$ cat src/rtl/event_detector_pkg.sv
// Shared types for the elevator input event detector.
package event_detector_pkg;

  typedef enum logic [1:0] {
    EDGE_ANY  = 2'b00,
    EDGE_RISE = 2'b01,
    EDGE_FALL = 2'b10,
    EDGE_OFF  = 2'b11
  } edge_mode_t;

endpackage

$ cat src/rtl/event_detector_bit_debouncer.sv
// Single-channel debounce filter: accepts a new level after DEBOUNCE
// consecutive differing samples and strobes rise/fall on that cycle.
module bit_debouncer
  import event_detector_pkg::*;
#(
  parameter int DEBOUNCE = 4
) (
  input  logic clk,
  input  logic rst,
  input  logic in,
  output logic stable,
  output logic rise,
  output logic fall
);

  localparam int CW = $clog2(DEBOUNCE + 1);
  localparam logic [CW-1:0] LAST = CW'(DEBOUNCE - 1);

  logic [CW-1:0] cnt;
  logic          expire;

  // Strobes are combinational so the top can register the event on the
  // same edge that updates stable.
  assign expire = (in != stable) && (cnt == LAST);
  assign rise   = expire & in;
  assign fall   = expire & ~in;

  always_ff @(posedge clk) begin
    if (rst) begin
      stable <= 1'b0;
      cnt    <= '0;
    end else if (in == stable) begin
      cnt <= '0;
    end else if (cnt == LAST) begin
      stable <= in;
      cnt    <= '0;
    end else begin
      cnt <= cnt + 1'b1;
    end
  end

endmodule

$ cat src/rtl/event_detector.sv
// Multi-channel debounced edge detector with sticky pending/overrun flags
// and a lowest-index priority encoder for the request scheduler.
module event_detector
  import event_detector_pkg::*;
#(
  parameter int WIDTH    = 8,
  parameter int DEBOUNCE = 4,
  parameter int IDX_W    = (WIDTH > 1) ? $clog2(WIDTH) : 1
) (
  input  logic             clk,
  input  logic             rst,
  input  logic [WIDTH-1:0] in,
  input  edge_mode_t       mode,
  input  logic [WIDTH-1:0] ack,
  output logic [WIDTH-1:0] stable,
  output logic [WIDTH-1:0] pulse,
  output logic [WIDTH-1:0] pending,
  output logic [WIDTH-1:0] overrun,
  output logic             any_pending,
  output logic [IDX_W-1:0] first_idx
);

  logic [WIDTH-1:0] rise;
  logic [WIDTH-1:0] fall;
  logic [WIDTH-1:0] qualified;

  for (genvar i = 0; i < WIDTH; i++) begin : g_bit
    bit_debouncer #(.DEBOUNCE(DEBOUNCE)) u_deb (
      .clk    (clk),
      .rst    (rst),
      .in     (in[i]),
      .stable (stable[i]),
      .rise   (rise[i]),
      .fall   (fall[i])
    );
  end

  always_comb begin
    qualified = '0;
    case (mode)
      EDGE_ANY:  qualified = rise | fall;
      EDGE_RISE: qualified = rise;
      EDGE_FALL: qualified = fall;
      default:   qualified = '0;
    endcase
  end

  // A pulse coinciding with ack keeps pending set and leaves overrun as is.
  always_ff @(posedge clk) begin
    if (rst) begin
      pulse   <= '0;
      pending <= '0;
      overrun <= '0;
    end else begin
      pulse   <= qualified;
      pending <= (pending & ~ack) | pulse;
      overrun <= (overrun & ~(ack & ~pulse)) | (pulse & pending & ~ack);
    end
  end

  assign any_pending = |pending;

  // Descending scan: the last match written is the lowest pending index.
  always_comb begin
    first_idx = '0;
    for (int unsigned i = WIDTH; i > 0; i--) begin
      if (pending[i-1]) first_idx = IDX_W'(i - 1);
    end
  end

endmodule
$ cat config.mk
export PLATFORM = sky130hd
export DESIGN_NAME = event_detector
export DESIGN_NICKNAME = d
export VERILOG_FILES = /design/src/rtl/event_detector_pkg.sv /design/src/rtl/event_detector_bit_debouncer.sv /design/src/rtl/event_detector.sv
export SDC_FILE = /design/constraint.sdc
export NUM_CORES = 1
export LEC_CHECK = 0
export CAP_MARGIN = 40
export CORE_UTILIZATION = 42
export CTS_CLUSTER_SIZE = 12
export DETAILED_ROUTE_END_ITERATION = 16
export PLACE_DENSITY = 0.73
export RECOVER_POWER = 100
export SETUP_SLACK_MARGIN = 0.3
export SLEW_MARGIN = 20
export SYNTH_ARGS = -nofsm -noshare
export SYNTH_HDL_FRONTEND = slang
export SYNTH_HIERARCHICAL = 1
export SYNTH_SLANG_ARGS = --single-unit
$ cat constraint.sdc
create_clock -name clk -period 1.5 [get_ports clk]
set_clock_uncertainty 0.2 [all_clocks]
set_input_delay 0.225 -clock clk [delete_from_list [all_inputs] [get_ports clk]]
set_output_delay 0.225 -clock clk [all_outputs]
set_load 0.05 [all_outputs]
==> impl_metrics.ini, run 1 <==
[run_status]
status = finished with violations
failed_checks = negative setup slack

[floorplan]
ios = 56
start_util_pct = 44.8
die_w_um = 76.7
fp-row-count = 26
coreArea_sq_mm = 0.00524
die_y_um = 76.7
fp.dieArea_sq_mm = 0.00589

[logic_synthesis]
ys_seq_area_share_pct = 47.8
yosys_warnings = 6
syn_area_per_cell_sq_um = 9.77
synth_fp_nets = 276
ys_ff_latch = 56
synth.distinct_cells = 19
postSynthCellCount = 240
synth_area_sq_mm = 0.00234

[route]
dr.pass1.iters = 5
drc = 0
vias_per_cell = 5.93
drt_iter0_markers = 178
ant_nets = 0
wirelength_mm = 11.1
wl_per_cell_um = 25.4
vias = 2580

[layout]
final_cell_mix = buf_12, buf_4, buf_6, dfxtp_4, dfxtp_2
final_core_util_pct = 95.8
postLayoutCellArea_sq_mm = 0.00502
syn_to_final_growth_pct = 114
drive_gt1_share_pct = 72.1
stdcell_count = 435
antennaDiodeCount = 0
layout_commonest_cell = buf_12
fin_nets = 400

[global_route]
grt_max_degree = 57
grt_overflow = 0
grt_pass1_vias = 2276
antenna_found_initial = 0
track_usage_pct = 23.8
grt_first_pass_wirelength_mm = 11.0

[setup_path]
cpMaxStageDelayCell = dfxtp_4
cp.depth = 4
path_buf_inv = 2
max_stage_delay_ps = 400
r2r-end = pulse[2]$_SDFF_PP0_
r2r_slack_ps = -10
setup.worst_path.end_class = primary output
crit_family = flip-flops
cp_cell_sequence = nor4_4 -> buf_4 -> nand2_4 -> buf_8
worstPathArrival_ps = 1460
start_kind = flop
critPathMaxFanout = 4
worstSetupPathType = flop to primary output
crit_start = pending[7]$_SDFF_PP0_
worstReg2RegStart = g_bit[2].u_deb/cnt[1]$_SDFF_PP0_
crit_required_ps = 1070
ff2ff_path_depth = 6
crit_end = any_pending

[timing]
layout_setup_ws_ps = -384
fin_crit_ps = 1880
fmax_ghz = 0.531
worstMarginPinSlew_ps = 477
fin_crit_sh_pct = 126
slew_violations = 0
rsz0062_at_grt = true
hold_violations = 0
final.setup.tns_ps = -1450
relSlewSlack_pct = 68.1
setup_viol = 7

[place]
dpl_worst_slack_ps = 13.2
dp_cells = 367
dpl.hpwl_mm = 3.66
placed_area_sq_mm = 0.00370
place_congestion = 0.717
portBuffers = 55

[power_and_ir_drop]
power_leakage_nw = 1.86
p_per_area_mw_per_mm2 = 543
peakVddDrop_mv = 0.591

[job]
drv_cap = 0

[clocking]
clockRootBuffer = clkbuf_8
insertion_delay_ps = 320
cts.sinks = 56
htreeDepth = 2
clk_pin_slew_ps = 100
cts_hold_buffers = 0
cts_buffer_depth = 2
cts_tree = done
cts_buffers = 5

[min_path]
min_path_type = primary input to flop
-- flip-flops by register name, indices dropped and copies added (netlist names) --
name,count
pending,8
overrun,8
g_bit.u_deb/cnt,24
g_bit.u_deb/stable,8
pulse,8
-- metrics by stage --
| stage | total power [W] | hold slack [ps] |
|---|---|---|
| 6_report | 0.00273 | 141 |
| 5_1_grt | 0.00280 | 124 |
| 4_1_cts | 0.00260 | 175 |
| 3_5_place_dp | 0.00178 | 229 |
| 3_3_place_gp | 0.00177 | 221 |
| 2_1_floorplan | 0.00166 | 86.7 |
-- area by class of cell --
| cell class | count | area [sq um] |
|---|---|---|
| clock inverter | 1 | 3.75 |
| clock buffer | 7 | 76.3 |
| sequential | 56 | 1240 |
| inverter | 18 | 70.1 |
| tap | 70 | 87.6 |
| fill | 104 | 221 |
| multi-input combinational | 164 | 2000 |
| timing repair buffer | 119 | 1530 |
-- cells in the mapped netlist (all sizes together) --
cell type / number / share of area [%]
nor4b: 8 / 5.1
xnor2: 8 / 3.0
a21oi: 34 / 7.3
nor2: 26 / 4.2
nor3b: 1 / 0.32
nor4: 18 / 5.1
buf: 2 / 0.43
inv: 18 / 2.9
nand2b: 24 / 6.4
nor2b: 1 / 0.27
and3b: 8 / 3.4
ha: 16 / 8.5
dfxtp: 56 / 48
a211oi: 1 / 0.32
o21ai: 1 / 0.21
o41ai: 1 / 0.37
a2bb2oi: 8 / 3.0
nand2: 9 / 1.4
-- tightest hold or removal path, cell delays in order --
cell and delay, ps:
dlymetal6s2s_1 230, nand2_4 120, a21oi_2 50
-- kinds of logic (layout without fill, tap and decap cells) --
kind of cell	after synthesis	in the layout	share of synthesized area (%)
AO/OA/AOI/OAI	45	45	11.2
XOR/XNOR	8	8	2.99
flip-flops	56	56	47.8
buffers and inverters	20	145	3.31
adder cells (fa/ha/maj)	16	16	8.54
AND/OR/NAND/NOR	95	95	26.2
-- power by group --
group	internal, W	total, W	switching [W]
Sequential	0.00147	0.00150	0.0000288
Combinational	0.000202	0.000386	0.000184
Clock	0.000328	0.000841	0.000513
-- what timing repair did --
action / in CTS / in global routing
resized for setup: 83 / 78
pin swaps: 47 / 41
setup buffers: 38 / 22
setup endpoints to repair: 75 / 83
-- layer usage --
layer | up-vias | GRT usage [%] | wire length, um
met4 | 0 | 9.23 | 658
met3 | 66 | 5.83 | 651
li1 | 1092 | - | -
met5 | - | 0 | 0
met1 | 1248 | 28.8 | 3930
met2 | 174 | 40.4 | 5830
-- worst min-delay path by stage --
stage | startpoint | end | slack (ps) | cells after the start
3_3_place_gp | g_bit[4].u_deb/cnt[0]$_SDFF_PP0_ | g_bit[4].u_deb/cnt[0]$_SDFF_PP0_ | 220 | 1
2_1_floorplan | rst | g_bit[0].u_deb/stable$_SDFFE_PP0P_ | 90 | 1
3_5_place_dp | g_bit[1].u_deb/cnt[0]$_SDFF_PP0_ | g_bit[1].u_deb/cnt[0]$_SDFF_PP0_ | 230 | 1
6_report | in[0] | g_bit[0].u_deb/stable$_SDFFE_PP0P_ | 140 | 3
4_1_cts | rst | g_bit[7].u_deb/stable$_SDFFE_PP0P_ | 180 | 3
5_1_grt | in[0] | g_bit[0].u_deb/stable$_SDFFE_PP0P_ | 120 | 3
No activity file was read; power rests on OpenSTA's default activity.
==> run 2: changes to the inputs <==
--- a/config.mk
+++ b/config.mk
@@ -9,7 +9,7 @@
 export CORE_UTILIZATION = 42
 export CTS_CLUSTER_SIZE = 12
 export DETAILED_ROUTE_END_ITERATION = 16
-export PLACE_DENSITY = 0.73
+export PLACE_DENSITY = 0.68
 export RECOVER_POWER = 100
 export SETUP_SLACK_MARGIN = 0.3
 export SLEW_MARGIN = 20
==> run 2 against run 1 <==
The flow still finishes with violations (negative setup slack). First-iteration DRC count down 31%. Fmax up 3.9%. Via count down 9.3%. Routed wire length down 14%. Clock-buffer cell count down 1. Register-to-register slack worse by 20 ps. Critical path depth unchanged. Final cell count down 2.1%. Sequential share of layout area up 0.20 points. Largest cell class unchanged. Largest power group unchanged.
==> impl_metrics.ini, run 2 (synthesis results as in run 1) <==
[layout]
postLayoutCellArea_sq_mm = 0.00495
stdcell_count = 426
layout_commonest_cell = buf_12
final_cell_mix = buf_12, buf_6, buf_4, dfxtp_4, dfxtp_2
drive_gt1_share_pct = 72.8
largest_reg_flops = 24
syn_to_final_growth_pct = 111
regMostFlops = g_bit.u_deb/cnt
antennaDiodeCount = 0
fin_nets = 392
fillers = 138

[floorplan]
coreArea_sq_mm = 0.00524
fp-row-count = 26
fp.dieArea_sq_mm = 0.00589
ios = 56
die_w_um = 76.7
die_y_um = 76.7
start_util_pct = 44.8

[timing]
worstMarginPinSlew_ps = 403
rsz0062_at_grt = true
fin_crit_sh_pct = 121
fin_crit_ps = 1810
setup_viol = 6
hold_violations = 0
relSlewSlack_pct = 73.0
fmax_ghz = 0.551
layout_setup_ws_ps = -314
slew_violations = 0

[power_and_ir_drop]
p_per_area_mw_per_mm2 = 538
power_leakage_nw = 1.85
peakVddDrop_mv = 0.562

[global_route]
track_usage_pct = 23.0
grt_overflow = 0
grt_pass1_vias = 2231
grt_max_degree = 57
antenna_found_initial = 0
grt_first_pass_wirelength_mm = 10.7

[route]
vias = 2339
ant_nets = 0
drc = 0
dr.pass1.iters = 5
vias_per_cell = 5.49
wirelength_mm = 9.48
wl_per_cell_um = 22.3
drt_iter0_markers = 122

[setup_path]
start_kind = flop
cp_cell_sequence = nor4_4 -> buf_4 -> nand2_2 -> buf_6
max_stage_delay_ps = 390
setup.worst_path.end_class = primary output
crit_required_ps = 1070
cpMaxStageDelayCell = dfxtp_4
path_buf_inv = 2
worstSetupPathType = flop to primary output
crit_family = flip-flops
worstPathArrival_ps = 1390
critPathMaxFanout = 5

[min_path]
min_path_type = primary input to flop

[run_status]
failed_checks = negative setup slack
status = finished with violations

[clocking]
cts_buffers = 5
htreeDepth = 2
clk_pin_slew_ps = 100
clockRootBuffer = clkbuf_8
cts_tree = done
insertion_delay_ps = 310
cts.sinks = 56
cts_buffer_depth = 2
cts_hold_buffers = 0

[job]
drv_cap = 0

[place]
place_congestion = 0.763
dp_cells = 367
portBuffers = 55
placed_area_sq_mm = 0.00370
dpl.hpwl_mm = 3.73
==> run 2: cell types whose count changed in the layout (fill, tap and decap cells not counted), sizes merged <==
cell,previous run,this run
clkbuf,7,6
buf,101,93
clkdlybuf4s50,17,14
dlygate4sd3,0,1
dlymetal6s2s,1,3
==> run 2: worst paths after layout <==
| check | start | endpoint | slack (ps) | cells after the start |
|---|---|---|---|---|
| worst min register to register | g_bit[0].u_deb/cnt[0]$_SDFF_PP0_ | g_bit[0].u_deb/cnt[0]$_SDFF_PP0_ | 250 | 1 |
| worst max-delay path | pending[4]$_SDFF_PP0_ | any_pending | -310 | 4 |
| worst max register to register | g_bit[7].u_deb/cnt[0]$_SDFF_PP0_ | pulse[7]$_SDFF_PP0_ | -30 | 6 |
| worst min-delay path | in[2] | g_bit[2].u_deb/stable$_SDFFE_PP0P_ | 130 | 3 |
==> run 2: worst min-delay path, stage by stage <==
cell and delay [ps]:
dlymetal6s2s_1 210, nand2_4 110, a21oi_2 60
==> run 2: metal layers <==
metal | vias to the layer above | wire length [um] | GRT usage, %
met5 | - | 0 | 0
met4 | 0 | 316 | 9.04
met3 | 24 | 392 | 4.40
met2 | 78 | 5100 | 40.7
met1 | 1160 | 3670 | 27.2
li1 | 1077 | - | -
==> run 2: per-stage QoR <==
stage	setup TNS, ps	worst slack (ps)	power, W	utilization [%]	hold WS [ps]
2_1_floorplan	-308	-151	0.00166	-	86.7
3_3_place_gp	0	44.1	0.00177	70.6	221
3_5_place_dp	0	40.1	0.00178	70.6	227
4_1_cts	-963	-247	0.00256	84.3	182
5_1_grt	-1390	-355	0.00276	94.5	124
6_report	-1180	-314	0.00266	94.5	132
==> run 2: layout make-up <==
cell class	count	area (sq um)	area share (%)
repair buffers	111	1440	29.1
flip-flops and latches	56	1240	25.0
well taps	70	87.6	1.77
multi-input cells	164	2030	41.1
clock inverters	1	5.00	0.101
clock buffers	6	72.6	1.47
inverters	18	70.1	1.42
==> run 2: repair_timing <==
action                     4_1_cts  5_1_grt
gates resized for setup         81       86
cloned                           0        0
pin swaps                       45       34
setup endpoints to repair       76       84
setup buffers                   36       16
==> run 2: power breakdown <==
| part | switching (W) | internal (W) |
|---|---|---|
| sequential | 0.0000278 | 0.00147 |
| combinational | 0.000174 | 0.000198 |
| clock | 0.000468 | 0.000319 |
| total | 0.000670 | 0.00199 |
==> run 3: changes to the inputs <==
--- a/config.mk
+++ b/config.mk
@@ -6,9 +6,11 @@
 export NUM_CORES = 1
 export LEC_CHECK = 0
 export CAP_MARGIN = 40
+export CORE_MARGIN = 5
 export CORE_UTILIZATION = 42
 export CTS_CLUSTER_SIZE = 12
 export DETAILED_ROUTE_END_ITERATION = 16
+export MAX_ROUTING_LAYER = met4
 export PLACE_DENSITY = 0.68
 export RECOVER_POWER = 100
 export SETUP_SLACK_MARGIN = 0.3
==> run 3 against run 2 <==
The flow still finishes with violations (negative setup slack). Non-clock buffer count rose by 8. Critical path depth is 1 lower. Clock power increased by 28%. Cell area grew 3.0%. Sequential power barely moved. Final cell count is 2.6% higher. Via count grew 2.4%. Sequential cell count stayed put. Setup slack got worse by 2.3 ps. Fmax down 0.13%. Register-to-register slack better by 50 ps. Hold slack better by 99 ps. Critical path type unchanged. Critical endpoint is now first_idx[2].
==> impl_metrics.ini, run 3 (synthesis results as in run 1) <==
[setup_path]
worstReg2RegStart = g_bit[5].u_deb/cnt[0]$_SDFF_PP0_
critPathMaxFanout = 3
worstSetupPathType = flop to primary output
setup.worst_path.end_class = primary output
start_kind = flop
crit_start = pending[1]$_SDFF_PP0_
worstPathArrival_ps = 1390
crit_required_ps = 1070

[timing]
worstMarginPinSlew_ps = 482
layout_setup_ws_ps = -316
fmax_ghz = 0.551
relSlewSlack_pct = 67.7
fin_crit_ps = 1820
fin_crit_sh_pct = 121
rsz0062_at_grt = true
setup_viol = 5
hold_violations = 0
slew_violations = 0

[route]
ant_nets = 0
wl_per_cell_um = 21.5
dr.pass1.iters = 4
vias = 2396
vias_per_cell = 5.48
drt_iter0_markers = 107
wirelength_mm = 9.38
drc = 0

[power_and_ir_drop]
p_per_area_mw_per_mm2 = 567
switchingPower_w = 0.000721
power_leakage_nw = 1.87
internal-power_w = 0.00217
power_frac_seq_pct = 51.8
combPwrFrac_pct = 13.3
sw_frac_of_total_pct = 25.0
peakVddDrop_mv = 0.685
pwr-share-clk_pct = 35.0

[clocking]
cts_buffers = 5
cts_tree = done
clockRootBuffer = clkbuf_8
cts_buffer_depth = 2
htreeDepth = 2
insertion_delay_ps = 320
cts.sinks = 56
clk_pin_slew_ps = 100
cts_hold_buffers = 0

[layout]
final_cell_mix = buf_12, buf_6, buf_4, dfxtp_4, dfxtp_2
seqCellArea_sq_mm = 0.00125
multi_input_area_sq_mm = 0.00205
drive_gt1_share_pct = 74.2
syn_to_final_growth_pct = 117
stdcell_count = 437
largest_reg_flops = 24
fin_nets = 400
regMostFlops = g_bit.u_deb/cnt
antennaDiodeCount = 0
fillers = 161
layout_commonest_cell = buf_12
final_core_util_pct = 93.1

[floorplan]
fp-row-count = 27
fp.dieArea_sq_mm = 0.00718
die_y_um = 84.7
start_util_pct = 42.8
die_w_um = 84.7
coreArea_sq_mm = 0.00547
ios = 56

[place]
dpl.hpwl_mm = 3.83
dp_cells = 372
place_congestion = 0.706
dpl_worst_slack_ps = 5.68
portBuffers = 55

[min_path]
min_path_type = primary input to flop
worstHoldStart = rst

[global_route]
grt_overflow = 0
grt_max_degree = 57
track_usage_pct = 19.5
grt_pass1_vias = 2187
antenna_found_initial = 0
grt_first_pass_wirelength_mm = 10.8

[run_status]
failed_checks = negative setup slack
status = finished with violations

[job]
drv_cap = 0
run 3: worst max-delay path: stages (launching register included):
cell and delay [ps]:
dfxtp_4 380, nor4_4 320, nor2b_4 230, buf_12 150
run 3: cell type report:
class | count | share of cell area (%)
Multi-Input combinational cell | 164 | 40.2
Inverter | 18 | 1.33
Clock inverter | 3 | 0.810
Clock buffer | 5 | 1.35
Tap cell | 72 | 1.77
Timing Repair Buffer | 119 | 29.9
Sequential cell | 56 | 24.6
run 3: power by group through the flow:
stage / sequential (W) / combinational, W / clock, W
global route: 0.00150 / 0.000403 / 0.00109
global placement: 0.00156 / 0.000214 / 0
finish: 0.00150 / 0.000383 / 0.00101
floorplan: 0.00157 / 0.0000968 / 0
detailed placement: 0.00156 / 0.000219 / 0
CTS: 0.00150 / 0.000292 / 0.000997
run 3: worst paths after layout:
kind | endpoint | cells after the start | slack, ps
min | overrun[1]$_SDFF_PP0_ | 3 | 230
max reg2reg | pulse[5]$_SDFF_PP0_ | 6 | 20
min reg2reg | g_bit[5].u_deb/cnt[0]$_SDFF_PP0_ | 1 | 270
max | first_idx[2] | 3 | -320
run 3: layer usage:
| metal | part of all wire [%] | vias up | track usage, % |
|---|---|---|---|
| met5 | 0 | - | - |
| li1 | - | 1092 | - |
| met2 | 55 | 77 | 33.0 |
| met4 | 2.2 | 0 | 5.61 |
| met3 | 3.3 | 18 | 3.63 |
| met1 | 40 | 1209 | 23.6 |
run 3: per-stage QoR:
| stage | hold WS [ps] | area, sq um | setup TNS (ps) | total power, W |
|---|---|---|---|---|
| 2_1_floorplan | 86.7 | 2680 | -308 | 0.00166 |
| 3_3_place_gp | 222 | 3720 | 0 | 0.00177 |
| 3_5_place_dp | 229 | 3720 | 0 | 0.00178 |
| 4_1_cts | 176 | 4460 | -1010 | 0.00278 |
| 5_1_grt | 228 | 5100 | -1580 | 0.00299 |
| 6_report | 232 | 5100 | -1250 | 0.00289 |
run 3: what timing repair did:
item	4_1_cts	5_1_grt
setup endpoints to repair	78	84
setup buffers	34	23
pin swaps	43	45
resized for setup	83	87
